[src/rtl/regwrite_scheduler_pkg.sv]
// Shared constants and types for the register-file write scheduler.
// Forwarding build option: REGWRITE_SCHED_FORWARD_EN.
package regwrite_scheduler_pkg;

    localparam int REG_IDX_W    = 5;
    localparam int NREG_DEFAULT = 32;

    typedef logic [REG_IDX_W-1:0] reg_idx_t;

    localparam reg_idx_t ZERO_REG = '0;

    localparam logic WB_ALU  = 1'b0;
    localparam logic WB_LOAD = 1'b1;

    typedef enum logic {
        PREF_ALU  = WB_ALU,
        PREF_LOAD = WB_LOAD
    } rr_state_t;

endpackage

[src/rtl/regwrite_scheduler_rr_arbiter2.sv]
// Two-input round-robin arbiter; the pointer names the preferred port and
// flips to the other port after every grant.
module rr_arbiter2
    import regwrite_scheduler_pkg::*;
(
    input  logic clock,
    input  logic reset_n,
    input  logic req0,
    input  logic req1,
    output logic grant0,
    output logic grant1
);

    rr_state_t rr_reg;
    rr_state_t rr_next;

    always_ff @(posedge clock or negedge reset_n) begin
        if (!reset_n) begin
            rr_reg <= PREF_ALU;
        end else begin
            rr_reg <= rr_next;
        end
    end

    always_comb begin
        grant0  = 1'b0;
        grant1  = 1'b0;
        rr_next = rr_reg;
        if (req0 && (!req1 || rr_reg == PREF_ALU)) begin
            grant0  = 1'b1;
            rr_next = PREF_LOAD;
        end else if (req1) begin
            grant1  = 1'b1;
            rr_next = PREF_ALU;
        end
    end

endmodule

[src/rtl/regwrite_scheduler.sv]
// Arbitrates ALU/load writebacks onto the single register-file write port and
// tracks pending writes per register. Optional bypass: REGWRITE_SCHED_FORWARD_EN.
module regwrite_scheduler
    import regwrite_scheduler_pkg::*;
#(
    parameter int NREG = NREG_DEFAULT,
    parameter int CNTW = 2
) (
    input  logic        clock,
    input  logic        reset_n,
    input  logic        reserve_valid,
    input  logic [4:0]  reserve_reg,
    output logic        reserve_ready,
    input  logic        req0_valid,
    output logic        req0_ready,
    input  logic [4:0]  req0_reg,
    input  logic [31:0] req0_data,
    input  logic        req1_valid,
    output logic        req1_ready,
    input  logic [4:0]  req1_reg,
    input  logic [31:0] req1_data,
    output logic        regWrite,
    output logic [4:0]  writeRegister,
    output logic [31:0] writeData,
    input  logic [4:0]  readRegister1,
    input  logic [4:0]  readRegister2,
    output logic        stall,
    output logic        fwd1_valid,
    output logic        fwd2_valid,
    output logic [31:0] fwd1_data,
    output logic [31:0] fwd2_data
);

    localparam logic [CNTW-1:0] PEND_MAX = '1;
    localparam logic [CNTW-1:0] PEND_ONE = CNTW'(1);

    logic grant0;
    logic grant1;

    rr_arbiter2 u_arb (
        .clock   (clock),
        .reset_n (reset_n),
        .req0    (req0_valid),
        .req1    (req1_valid),
        .grant0  (grant0),
        .grant1  (grant1)
    );

    assign req0_ready = grant0;
    assign req1_ready = grant1;

    // Write stage
    logic        hs_any;
    reg_idx_t    wb_reg_next;
    logic [31:0] wb_data_next;
    logic        regwrite_reg;
    reg_idx_t    write_reg_reg;
    logic [31:0] write_data_reg;

    assign hs_any = grant0 | grant1;

    always_comb begin
        wb_reg_next  = req0_reg;
        wb_data_next = req0_data;
        if (grant1) begin
            wb_reg_next  = req1_reg;
            wb_data_next = req1_data;
        end
    end

    always_ff @(posedge clock or negedge reset_n) begin
        if (!reset_n) begin
            regwrite_reg   <= 1'b0;
            write_reg_reg  <= '0;
            write_data_reg <= '0;
        end else begin
            regwrite_reg <= hs_any && (wb_reg_next != ZERO_REG);
            if (hs_any) begin
                write_reg_reg  <= wb_reg_next;
                write_data_reg <= wb_data_next;
            end
        end
    end

    assign regWrite      = regwrite_reg;
    assign writeRegister = write_reg_reg;
    assign writeData     = write_data_reg;

    // Pending-write scoreboard
    logic [NREG-1:0][CNTW-1:0] pend;
    logic                      reserve_fire;

    // A commit to the same register this edge frees a slot, so accept even at max.
    assign reserve_ready = (reserve_reg == ZERO_REG)
                        || (pend[reserve_reg] != PEND_MAX)
                        || (regwrite_reg && write_reg_reg == reserve_reg);
    assign reserve_fire  = reserve_valid && reserve_ready;

    genvar gi;
    generate
        for (gi = 0; gi < NREG; gi++) begin : g_pend
            if (gi == 0) begin : g_zero
                assign pend[gi] = '0;
            end else begin : g_cnt
                logic            inc;
                logic            dec;
                logic [CNTW-1:0] cnt_reg;
                logic [CNTW-1:0] cnt_next;

                assign inc = reserve_fire && (reserve_reg == reg_idx_t'(gi));
                assign dec = regwrite_reg && (write_reg_reg == reg_idx_t'(gi));

                always_comb begin
                    cnt_next = cnt_reg;
                    if (inc && !dec) begin
                        cnt_next = cnt_reg + PEND_ONE;
                    end else if (dec && !inc && cnt_reg != '0) begin
                        cnt_next = cnt_reg - PEND_ONE;
                    end
                end

                always_ff @(posedge clock or negedge reset_n) begin
                    if (!reset_n) begin
                        cnt_reg <= '0;
                    end else begin
                        cnt_reg <= cnt_next;
                    end
                end

                assign pend[gi] = cnt_reg;
            end
        end
    endgenerate

    logic [CNTW-1:0] pend1;
    logic [CNTW-1:0] pend2;
    logic            op1_stall;
    logic            op2_stall;

    assign pend1 = pend[readRegister1];
    assign pend2 = pend[readRegister2];

`ifdef REGWRITE_SCHED_FORWARD_EN
    logic fwd1_hit;
    logic fwd2_hit;

    assign fwd1_hit = regwrite_reg && (write_reg_reg == readRegister1) && (readRegister1 != ZERO_REG);
    assign fwd2_hit = regwrite_reg && (write_reg_reg == readRegister2) && (readRegister2 != ZERO_REG);

    // Only the oldest outstanding write can be bypassed; younger ones still stall.
    assign op1_stall = (pend1 != '0) && ((pend1 > PEND_ONE) || !fwd1_hit);
    assign op2_stall = (pend2 != '0) && ((pend2 > PEND_ONE) || !fwd2_hit);

    assign fwd1_valid = fwd1_hit;
    assign fwd2_valid = fwd2_hit;
    assign fwd1_data  = write_data_reg;
    assign fwd2_data  = write_data_reg;
`else
    assign op1_stall = (pend1 != '0);
    assign op2_stall = (pend2 != '0);

    assign fwd1_valid = 1'b0;
    assign fwd2_valid = 1'b0;
    assign fwd1_data  = '0;
    assign fwd2_data  = '0;
`endif

    assign stall = op1_stall || op2_stall;

endmodule
[config.mk]
export PLATFORM = sky130hd
export DESIGN_NAME = regwrite_scheduler
export DESIGN_NICKNAME = d
export VERILOG_FILES = /design/src/rtl/regwrite_scheduler_pkg.sv /design/src/rtl/regwrite_scheduler_rr_arbiter2.sv /design/src/rtl/regwrite_scheduler.sv
export SDC_FILE = /design/constraint.sdc
export NUM_CORES = 1
export LEC_CHECK = 0
export ABC_AREA = 0
export CAP_MARGIN = 20
export CORE_ASPECT_RATIO = 0.6
export CORE_MARGIN = 2
export CORE_UTILIZATION = 35
export DETAILED_ROUTE_END_ITERATION = 16
export PLACE_DENSITY = 0.65
export SYNTH_ARGS = -nofsm -noshare
export SYNTH_HDL_FRONTEND = slang
export SYNTH_SLANG_ARGS = --single-unit
[constraint.sdc]
create_clock -name clock -period 3.3 [get_ports clock]
set_input_delay 0.66 -clock clock [delete_from_list [all_inputs] [get_ports clock]]
set_output_delay 0.66 -clock clock [all_outputs]
set_load 0.01 [all_outputs]
==> reports/summary.txt <==
Tightest Pin Transition: 0.772 ns
Starting Density: 35.3%
Die Ht: 119 um
DP Area: 9540 um^2
Crit. End Element: output port
final cell count without fillers: 1,372
TritonRoute pass-1 iters: 6
Hold Fails Final Rpt: 0
count of final setup violators: 0
internal power: 2.99 mW
Critical Path AT: 2.59 ns
Static Leakage: 4.16 nW
Vias: 7,508
post-synthesis cell area: 7730 um^2
routed wl met3: 2520 um
PortBufs: 135
f_max: 307 MHz
Layout Utilization: 45.7%
switching portion of total power: 39.3%
cell taking the most area after synthesis: dfrtp_1
crit-path max cell delay: 0.53 ns
CTS tree: built
synth unique cells: 59
Reg2Reg Launch Point: g_pend[25].g_cnt.cnt_reg[0]
Hold WC Path Type: in2async
crit-path max FO: 12
fraction of layout cells with a size suffix above 1: 13.2%
Worst Reg-to-Reg Cells: 9
max reg flops: 62
CP Class: in2out
Row Count: 42
Iteration-0 DRC Markers: 887
power share of the clock group: 21.1%
commonest non-fill, non-tap cell in the layout: clkdlybuf4s50_1
Final Total Pwr: 4.92 mW
design area: 10000 um^2
Top Family by Delay on Critical Path: buffers and inverters
DR DRC count: 0
highest metal used: met4
Clk Tree Root Cell: clkbuf_16
top cells by area, synth: dfrtp_1, buf_4, mux2i_1
final setup margin: 0.0457 ns
startpoint types: primary input
routability cong.: 0.957
# diodes: 0
CP Cell Sequence: dlygate4sd2_1 > bufbuf_16 > a21oi_1 > mux4_2 > mux2i_1 > a21oi_1 > a211o_1 > clkdlybuf4s15_2
number of synthesized flops with an enable pin: 0
Hold-fix buffers, CTS: 0
largest net degree at the start of global routing: 65
sequential share of power: 38.4%
total die area: 23,300 um^2
post-route minimum period: 3.25 ns
Total Wirelength: 24,900 um
CP required: 2.64 ns
DIE WIDTH: 196 um
nets: 1,175
pwr dens: 493 nW/um^2
Buffers & Inverters on Critical Path: 3
clock buffer depth: 2
fraction of registers with async set/reset: 100%
#FFs+latches synth: 101
met2 WL: 10,300 um
unrepaired setup endpoints after global routing: yes
Max Cap Viol: 0
combinational share of power: 40.5%
dpl hpwl: 18,700 um
clock latency at the later pin of the worst-skew pair: 0.36 ns
RR Endpoint: g_pend[18].g_cnt.cnt_reg[0]
Most used DFF post-synth: dfrtp_1
skew final: 0.00914 ns
Hold Slack: 0.363 ns
Clock transition at path regs: 0.07 ns
Max IR drop VDD: 0.000304 V
Final ANT Viol Nets: 0
global-route wire length before repair: 38,900 um
CTS buffer count: 9
Seq/Total Area, Yosys: 32.7%
Routed WL per cell: 18.1 um
Inst Count DP: 1,350
CP most frequent cell: a21oi_1
switching pwr: 1.93 mW
commonest non-fill, non-tap cells in the layout: clkdlybuf4s50_1, nand2_1, dfrtp_1
Worst Setup SP: readRegister1[1]
Core Area: 21,900 um^2
Syn Area/Cell: 8.51 um^2
status: finished clean
Place WS: -0.730 ns
initial antenna violation count: 0
Layout area overhead: 29.4%
Syn. warnings: 0
Reg2Reg Setup Slack: 0.40 ns
fin crit share: 98.6%
vias in the first global route: 6,747
Synth top area share: 32.7%
Num Clock Sinks: 101
I/O pin count: 202
Slew Limit Fails: 0
Max transition margin: 48.5%
M1 WL: 11,800 um
vias per inst: 5.47
Setup TNS Final: 0 ns
CP max stage cell: mux4_2
Syn Inst Count: 908
CTS HTree Levels: 3
gr ovfl total: 0
All-Layer GR Usage: 21.4%
==> logic make-up (layout without fill, tap and decap cells) <==
group / Yosys count / count (layout) / share of synthesized area [%]
other: 1 / 66 / 0.0485
AND/OR/NAND/NOR: 295 / 295 / 18.7
buffers and inverters: 171 / 284 / 12.4
XOR/XNOR: 13 / 13 / 1.47
AO/OA/AOI/OAI: 257 / 257 / 22.7
flip-flops: 101 / 101 / 32.7
multiplexers: 70 / 70 / 12.0
==> power groups by stage <==
stage / Sequential [mW] / Clock [mW] / Combinational [mW]
finish: 1.89 / 1.04 / 1.99
global route: 1.93 / 1.12 / 2.19
CTS: 1.87 / 1.07 / 1.96
detailed placement: 1.89 / 0 / 1.93
global placement: 1.90 / 0 / 1.89
floorplan: 1.85 / 0 / 1.15
==> Yosys cell counts, types with 8 or more instances <==
cell       count
nor2_1        57
clkbuf_1      34
nor3_1        28
nor2b_1       13
o211ai_1      40
nand2b_1       9
buf_4         66
or4_1         30
nand4_1        8
a211oi_1       8
dfrtp_1      101
o21a_1        19
nand3_1       11
o31ai_1       20
a21oi_1       43
mux4_2        17
o21ai_0       55
o2111ai_1     18
inv_1         54
nand2_1      108
mux2i_1       43
mux2_2         9
==> layer usage <==
layer	track usage, %	up-vias
met1	33.0	3585
met5	0	-
met3	6.34	29
li1	-	3558
met4	4.07	0
met2	29.1	336
==> layout make-up <==
type | count | area (um^2)
clock buffers | 11 | 233
clock inverters | 5 | 36.3
fillers | 2120 | 11900
inverters | 54 | 203
multi-input cells | 701 | 4550
flip-flops and latches | 101 | 2530
well taps | 286 | 358
repair buffers | 214 | 2090
==> worst max path at each step <==
stage,endpoint,slack [ns],depth (start not counted)
finish,stall,0.05,8
global route,stall,-0.04,9
CTS,reserve_ready,0.0002,9
detailed placement,reserve_ready,-0.73,9
global placement,reserve_ready,-0.73,9
floorplan,reserve_ready,0.05,9
==> repair_timing <==
item / in CTS / in global routing
setup endpoints to repair: 40 / 2
gates resized for setup: 20 / 17
gates cloned: 3 / 1
pin swaps: 1 / 5
buffers inserted: 2 / 0
Note: power is estimated with default switching activity, not from simulation.
